==> src/rtl/r2sdf_pkg.sv <==
// r2sdf_pkg: shared widths, complex sample type and helpers for the R2SDF FFT stages
package r2sdf_pkg;
   localparam int DATA_W  = 16;
   localparam int TW_W    = 16;
   localparam int TW_FRAC = 14;
   typedef struct packed {
      logic signed [DATA_W-1:0] re;
      logic signed [DATA_W-1:0] im;
   } cplx_t;
   function automatic logic signed [DATA_W-1:0] sat(input logic signed [DATA_W+1:0] x);
      logic signed [DATA_W+1:0] hi;
      logic signed [DATA_W+1:0] lo;
      hi = (DATA_W+2)'((1 << (DATA_W-1)) - 1);
      lo = -(DATA_W+2)'(1 << (DATA_W-1));
      return (x > hi) ? DATA_W'(hi) : (x < lo) ? DATA_W'(lo) : x[DATA_W-1:0];
   endfunction
   function automatic int bitrev(input int idx, input int n);
      int r;
      r = 0;
      for (int i = 0; i < n; i++) r = (r << 1) | ((idx >> i) & 1);
      return r;
   endfunction
endpackage

==> src/rtl/r2sdf_cmul.sv <==
// r2sdf_cmul: combinational (a-b) x (cos - j*sin) multiplier, Q1.14 round-half-up, saturated to DATA_W
module r2sdf_cmul #(
   parameter int DATA_W = 16,
   parameter int TW_W   = 16
) (
   input  logic signed [DATA_W:0]   i_d_re,
   input  logic signed [DATA_W:0]   i_d_im,
   input  logic signed [TW_W-1:0]   i_cos,
   input  logic signed [TW_W-1:0]   i_sin,
   output logic signed [DATA_W-1:0] o_re,
   output logic signed [DATA_W-1:0] o_im
);
   import r2sdf_pkg::*;
   localparam int PW = DATA_W + 1 + TW_W;
   localparam logic signed [PW-1:0] HALF = PW'(1) <<< (TW_FRAC - 1);
   localparam logic signed [PW:0]   MAXV = ((PW+1)'(1) <<< (DATA_W - 1)) - 1;
   localparam logic signed [PW:0]   MINV = -((PW+1)'(1) <<< (DATA_W - 1));
   logic signed [PW-1:0] w_rc, w_is, w_ic, w_rs;
   logic signed [PW:0]   w_re, w_im;
   // each full-width product is rounded on its own before the sum, then the sum is clamped
   always_comb begin
      w_rc = (PW'(i_d_re) * PW'(i_cos) + HALF) >>> TW_FRAC;
      w_is = (PW'(i_d_im) * PW'(i_sin) + HALF) >>> TW_FRAC;
      w_ic = (PW'(i_d_im) * PW'(i_cos) + HALF) >>> TW_FRAC;
      w_rs = (PW'(i_d_re) * PW'(i_sin) + HALF) >>> TW_FRAC;
      w_re = (PW+1)'(w_rc) + (PW+1)'(w_is);
      w_im = (PW+1)'(w_ic) - (PW+1)'(w_rs);
      o_re = (w_re > MAXV) ? DATA_W'(MAXV) : (w_re < MINV) ? DATA_W'(MINV) : w_re[DATA_W-1:0];
      o_im = (w_im > MAXV) ? DATA_W'(MAXV) : (w_im < MINV) ? DATA_W'(MINV) : w_im[DATA_W-1:0];
   end
endmodule

==> src/rtl/r2sdf_bf_stage.sv <==
// r2sdf_bf_stage: one radix-2 SDF DIF butterfly stage (delay line, counter, twiddle); R2SDF_SCALE_EN halves a+b / a-b
module r2sdf_bf_stage #(
   parameter int N      = 3,
   parameter int STAGE  = 1,
   parameter int DATA_W = r2sdf_pkg::DATA_W,
   parameter int TW_W   = r2sdf_pkg::TW_W
) (
   input  logic                          clk,
   input  logic                          rst_n,
   input  logic                          start_ip,
   input  logic signed [DATA_W-1:0]      ip_re,
   input  logic signed [DATA_W-1:0]      ip_im,
   input  logic [TW_W*(2**(N-STAGE))-1:0] cos_arr,
   input  logic [TW_W*(2**(N-STAGE))-1:0] sin_arr,
   output logic signed [DATA_W-1:0]      op_re,
   output logic signed [DATA_W-1:0]      op_im,
   output logic                          start_op
);
   import r2sdf_pkg::*;
   localparam int D  = 2**(N-STAGE);
   localparam int CW = N - STAGE + 1;
`ifdef R2SDF_SCALE_EN
   localparam int SH = 1;
`else
   localparam int SH = 0;
`endif
   localparam logic signed [DATA_W+1:0] RND  = (DATA_W+2)'(SH);
   localparam logic signed [DATA_W+1:0] SMAX = ((DATA_W+2)'(1) <<< (DATA_W - 1)) - 1;
   localparam logic signed [DATA_W+1:0] SMIN = -((DATA_W+2)'(1) <<< (DATA_W - 1));
   logic [CW-1:0]            r_c, w_c;
   logic [D-1:0]             r_sd;
   logic signed [DATA_W-1:0] r_dl_re [D];
   logic signed [DATA_W-1:0] r_dl_im [D];
   int                       w_k;
   logic                     w_hi;
   logic signed [TW_W-1:0]   w_cos, w_sin;
   logic signed [DATA_W+1:0] w_a_re, w_a_im, w_b_re, w_b_im, w_s_re, w_s_im;
   logic signed [DATA_W:0]   w_d_re, w_d_im;
   logic signed [DATA_W-1:0] w_sum_re, w_sum_im, w_tw_re, w_tw_im;
   // phase select, twiddle lookup, butterfly sum/difference with optional halving, sum clamp
   always_comb begin
      w_c      = start_ip ? '0 : r_c;
      w_hi     = w_c[CW-1];
      w_k      = int'(w_c) & (D - 1);
      w_cos    = cos_arr[w_k*TW_W +: TW_W];
      w_sin    = sin_arr[w_k*TW_W +: TW_W];
      w_a_re   = (DATA_W+2)'(r_dl_re[D-1]);
      w_a_im   = (DATA_W+2)'(r_dl_im[D-1]);
      w_b_re   = (DATA_W+2)'(ip_re);
      w_b_im   = (DATA_W+2)'(ip_im);
      w_s_re   = (w_a_re + w_b_re + RND) >>> SH;
      w_s_im   = (w_a_im + w_b_im + RND) >>> SH;
      w_d_re   = (DATA_W+1)'((w_a_re - w_b_re + RND) >>> SH);
      w_d_im   = (DATA_W+1)'((w_a_im - w_b_im + RND) >>> SH);
      w_sum_re = (w_s_re > SMAX) ? DATA_W'(SMAX) : (w_s_re < SMIN) ? DATA_W'(SMIN) : w_s_re[DATA_W-1:0];
      w_sum_im = (w_s_im > SMAX) ? DATA_W'(SMAX) : (w_s_im < SMIN) ? DATA_W'(SMIN) : w_s_im[DATA_W-1:0];
   end
   r2sdf_cmul #(.DATA_W(DATA_W), .TW_W(TW_W)) u_cmul (
      .i_d_re (w_d_re),
      .i_d_im (w_d_im),
      .i_cos  (w_cos),
      .i_sin  (w_sin),
      .o_re   (w_tw_re),
      .o_im   (w_tw_im)
   );
   // counter, start-pulse delay, delay-line shift and registered output
   always_ff @(posedge clk) begin
      if (!rst_n) begin
         r_c      <= '0;
         r_sd     <= '0;
         op_re    <= '0;
         op_im    <= '0;
         start_op <= 1'b0;
         for (int i = 0; i < D; i++) begin
            r_dl_re[i] <= '0;
            r_dl_im[i] <= '0;
         end
      end else begin
         r_c        <= w_c + CW'(1);
         r_sd       <= (r_sd << 1) | D'(start_ip);
         start_op   <= r_sd[D-1];
         op_re      <= w_hi ? w_sum_re : r_dl_re[D-1];
         op_im      <= w_hi ? w_sum_im : r_dl_im[D-1];
         r_dl_re[0] <= w_hi ? w_tw_re : ip_re;
         r_dl_im[0] <= w_hi ? w_tw_im : ip_im;
         for (int i = 1; i < D; i++) begin
            r_dl_re[i] <= r_dl_re[i-1];
            r_dl_im[i] <= r_dl_im[i-1];
         end
      end
   end
endmodule

==> config.mk <==
export PLATFORM = sky130hd
export DESIGN_NAME = r2sdf_bf_stage
export DESIGN_NICKNAME = d
export VERILOG_FILES = /design/src/rtl/r2sdf_pkg.sv /design/src/rtl/r2sdf_cmul.sv /design/src/rtl/r2sdf_bf_stage.sv
export SDC_FILE = /design/constraint.sdc
export NUM_CORES = 2
export LEC_CHECK = 0
export ABC_AREA = 1
export CAP_MARGIN = 10
export CORE_ASPECT_RATIO = 1.75
export CORE_UTILIZATION = 45
export DETAILED_ROUTE_END_ITERATION = 12
export GPL_TIMING_DRIVEN = 0
export PLACE_DENSITY_LB_ADDON = 0.3
export SKIP_CTS_REPAIR_TIMING = 1
export SLEW_MARGIN = 20
export SYNTH_ARGS = -nofsm -noshare
export SYNTH_HDL_FRONTEND = slang
export SYNTH_SLANG_ARGS = --single-unit
==> constraint.sdc <==
create_clock -name clk -period 12.1 [get_ports clk]
set_clock_uncertainty 0.05 [all_clocks]
set_input_delay 3.025 -clock clk [delete_from_list [all_inputs] [get_ports clk]]
set_output_delay 3.025 -clock clk [all_outputs]
set_load 0.03 [all_outputs]
* Yosys cells after proc, flatten, opt, wreduce, memory -nomap -nowiden
Memories as Yosys holds them, arrays and structs flattened.
Index checks and enable logic that the tools add are counted.
** Word-level totals
- Register bits :: 40
- Latch bits :: 0
- Memory bits (writable) :: 128
- ROM bits :: 0
- Input port bits :: 163
- Output and inout port bits :: 33
- Memories :: 2
** Memories
- r_dl_im :: depth 4, width 16, rd ports 4, clocked after memory_dff 0, write ports 4, RTL line r2sdf_bf_stage.sv:33 : logic signed [DATA_W-1:0] r_dl_im [D];
- r_dl_re :: depth 4, width 16, rd ports 4, clocked after memory_dff 0, write ports 4, RTL line r2sdf_bf_stage.sv:32 : logic signed [DATA_W-1:0] r_dl_re [D];
** Operators by class
- Add/sub/neg operators :: 11
- Multipliers :: 4
- Div/mod/pow operators :: 0
- Order comparisons :: 8
- Equality and inequality tests :: 0
- Shift-type cells :: 2
- Mux-type cells :: 23
- Bitwise logic cells :: 9
- Reduce and logical (&&, ||, !) cells :: 0
** Operators by type and width (number)
- 2-to-1 mux 16 bit :: 20
- adder 33 x 15 -> 33 bit, second input constant :: 4
- multiplier 17 x 16 -> 33 bit :: 4
- indexed part select 64 x 7 -> 16 bit :: 2
- adder 16 x 16 -> 17 bit :: 2
- > comparator 17 x 16 -> 1 bit, second input constant :: 2
- > comparator 34 x 16 -> 1 bit, second input constant :: 1
- less-than comparator 17 x 16 -> 1 bit, second input constant :: 2
- less-than comparator 34 x 16 -> 1 bit, second input constant :: 1
- subtractor 16 x 16 -> 17 bit :: 2
- adder 19 x 19 -> 20 bit :: 1
- > comparator 20 x 16 -> 1 bit, second input constant :: 1
- less-than comparator 20 x 16 -> 1 bit, second input constant :: 1
- subtractor 19 x 19 -> 20 bit :: 1
- bitwise OR 1 bit :: 8
- bitwise OR 4 x 1 -> 4 bit :: 1
- adder 3 x 1 -> 3 bit, second input constant :: 1
- 2-to-1 mux 3 bit :: 1
- 2-to-1 mux 1 bit :: 2

* Depth between registers and ports, before layout
- Depth after elaboration :: 10
- Depth in mapped cells :: 55
- Depth with buffers taken out :: 54

* Modules after synthesis
From an unflattened synthesis, not the netlist that was laid out.
** Unflattened totals
- Cell total of the unflattened synthesis :: 7463
- Area total of the unflattened synthesis :: 55234.2 µm²
** By module, submodules not included
- r2sdf_cmul :: instances 1, cells each 6124, area an instance 45697.6 µm²
- r2sdf_bf_stage :: instances 1, cells each 1339, area an instance 9536.6 µm²

* Worst setup path before layout
Ideal clock, no wire load.
- Path type :: input to register
- Start point :: in ip_im[0]
- End point :: mem r_dl_im[0][10]
- Library setup time :: 0.122 ns
- Arrival :: 11.253 ns
- Required time :: 11.928 ns
- Setup slack :: 0.675 ns
- Stages :: 50
- Buffers on the path :: 2
- Cell sequence :: ha_1 > fa_1 > nand3b_1 > nand2_1 > nand2_1 > nand2_1 > inv_1 > o21a_1 > or2_2 > nand2_2 > inv_1 > buf_2 > nand2_1 > fa_1 > fa_1 > inv_1 > fa_1 > inv_1 > (+14 left out) > o21ai_2 > xnor2_1 > ha_1 > inv_1 > fa_1 > nand3_1 > nand3_1 > nand2_1 > nand2_1 > nand2_1 > nand2_1 > nand2_1 > nand2_1 > inv_1 > nand3_1 > a21oi_1 > buf_2 > a21oi_1
** RTL lines
- from (decl) :: RTL line r2sdf_bf_stage.sv:12 : input logic signed [DATA_W-1:0] ip_im,
- to (decl) :: RTL line r2sdf_bf_stage.sv:33

==> reports/results.tsv <==
stage	metric	value	unit
clock_network	root buffer selected by CTS	clkbuf_16	
synthesis	Synth top area share	40.8	%
synthesis	number of flops mapped to enable cells by yosys	0	
synthesis	Post-Syn Area per Cell	7.62	sq um
placement	input/output buffers	194	
route	DRT met1 WL	69.7	mm
clock_network	Worst-path clk slew	80	ps
setup_path	CP Capture Type	flop	
placement	placed cell areas	0.0570	sq mm
setup_path	Crit path buffers/inverters	7	
setup_path	crit path DAT	12350	ps
layout	Design Area, Final	0.0627	sq mm
timing	period utilization	99.0	%
route	Remaining DRCs	0	
clock_network	Inserted Clock Buffers	17	
die	Core ar.	0.117	sq mm
timing	fmax	0.0835	GHz
route	met2 routed WL	111	mm
run_status	outcome	finished clean	
timing	Slew @ Worst Pin	1230	ps
synthesis	cell taking the most area after synthesis	fa_1	
global_route	gr usage total	39.2	%
synthesis	syn nets	8646	
placement	Final HPWL DP	192	mm
timing	Hold Slack	353	ps
layout	fraction of layout cells with a size suffix above 1	13.1	%
worst_hold_path	hold crit path type	flop to flop	
flow_run	Maximum Capacitance Violations	0	
timing	Max transition margin	18.1	%
synthesis	most instantiated library cell after synthesis	inv_1	
clock_network	H-tree levels	4	
timing	Tmin final	11980	ps
timing	Max Slew Vio Count	0	
global_route	largest net degree at the start of global routing	20	
die	die area	0.120	sq mm
setup_path	Crit path largest cell delay	570	ps
clock_network	total clock sinks	168	
route	DR pass1 iterations	9	
route	via/cell ratio	5.56	
route	Post-DRT Antenna Nets	0	
synthesis	synthesis warning total	0	
die	I/O pin count	196	
synthesis	synth top area cells	fa_1 41%, inv_1 12%, ha_1 10%	
global_route	first-pass GRT wire length	331	mm
layout	Final #Nets	9014	
die	Rows	166	
clock_network	clock latency on the worst-skew pair	490	ps
timing	final setup fails	0	
clock_network	buffer depth of the longest clock path	2	
route	DR WL/cell	26.0	um
setup_path	Worst path top cell family by delay	adder cells	
route	total wire length	231	mm
synthesis	Yosys reg bits	168	
timing	Hold Fails Final Rpt	0	
synthesis	synthesized cell area	0.0531	sq mm
route	via count	49400	
route	max layer used	met5	
die	die extent in x	262	um
setup_path	Critical Path Fanout Max	10	
route	DRT iter0 DRCs	3936	
synthesis	register area share after synthesis	6.33	%
synthesis	Top FF cell, synth	dfxtp_1	
synthesis	ys async rst share	0	%
die	die height	457	um
setup_path	Worst Path Required	12460	ps
setup_path	slowest CP cell	clkinv_1	
clock_network	CTS tree	done	
global_route	antenna violations before repair	12	
route	met3 routed WL	19.5	mm
global_route	global route overflow	0	
synthesis	Cells after Synth	6974	
synthesis	Distinct cells, synth	57	
setup_path	most used cell, CP	fa_1	
placement	Placer Congestion	1.09	
global_route	vias in the first global route	51500	
die	Starting Density	45.4	%
setup_path	kind of start point of the critical path	input pin	
setup_path	Setup CP Type	input pin to flop	
layout	Area Growth Syn to Fin	17.9	%
synthesis	most frequent cells after synthesis	1646 x inv_1, 1407 x nand2_1, 1082 x fa_1, 812 x nor2_1, 427 x ha_1	
==> cells in the final DEF (no fill, tap or decap), types with 58 or more instances in the layout <==
cell type,n
xor2_1,88
xnor2_1,58
fa_1,1063
nand3_1,179
buf_4,168
inv_1,1622
nand2_2,71
clkbuf_2,58
a21oi_1,239
ha_1,337
clkdlybuf4s50_1,164
dfxtp_1,168
nand2_1,1296
nor2_1,756
o21ai_0,143
==> area by class of cell <==
cell class | instances | area, sq um
fillers | 11300 | 54300
multi-input cells | 4885 | 45400
inverters | 1693 | 6530
flip-flops and latches | 168 | 3360
repair buffers | 357 | 3290
well taps | 1512 | 1890
plain buffers | 220 | 1600
clock buffers | 17 | 425
clock inverters | 15 | 178
diodes | 10 | 25.0
==> sequential cells by signal (all words and copies together), names as in the netlist <==
signal    count
r_dl_im      64
r_dl_re      64
op_im        16
op_re        16
r_sd          4
r_c           3
start_op      1
==> layer usage <==
| layer | track usage (%) | vias up |
|---|---|---|
| met4 | 38.8 | 8 |
| met3 | 8.92 | 1162 |
| li1 | - | 21300 |
| met5 | 0 | - |
| met1 | 38.3 | 24300 |
| met2 | 66.3 | 2603 |
==> logic make-up (layout without fill, tap and decap cells) <==
logic type,Yosys count,in the layout,synth area share [%]
and+or+nand+nor,2571,2571,19.4
buffers and inverters,1921,2302,13.9
DFF,168,168,6.33
adders and majority gates,1509,1509,50.8
other,0,10,0
xor gates and xnor gates,186,186,3.08
AOI/OAI and AO/OA,619,619,6.55
==> stage by stage <==
| step | setup slack [ps] | cells | utilization [%] | TNS, ps |
|---|---|---|---|---|
| after CTS | -2480 | 8713 | 49.3 | -68220 |
| after detailed placement | -2930 | 8681 | 48.7 | -82880 |
| after global routing | -157 | 8867 | 53.6 | -3660 |
| final | 117 | 8877 | 53.6 | 0 |
| after global placement | -2890 | 8680 | 48.7 | -81440 |
| after floorplan | 675 | 6974 | - | 0 |
==> tightest hold or removal path, stage by stage (launching register included) <==
cell     delay (ps)
dfxtp_1         310
nand2_1          50
inv_1            40
==> worst paths after layout <==
kind / startpoint / endpoint / slack (ps) / cells past startpoint
setup / recovery: ip_re[2] / r_dl_im[0][0] / 120 / 36
hold / removal: r_dl_re[0][1] / r_dl_re[1][1] / 350 / 2
setup reg to reg: r_dl_re[3][2] / r_dl_im[0][0] / 2460 / 34
hold reg to reg: r_dl_re[0][1] / r_dl_re[1][1] / 350 / 2
Power is not shown: default switching activity piles up to over one toggle a cycle in this logic, so the estimate is an artifact.
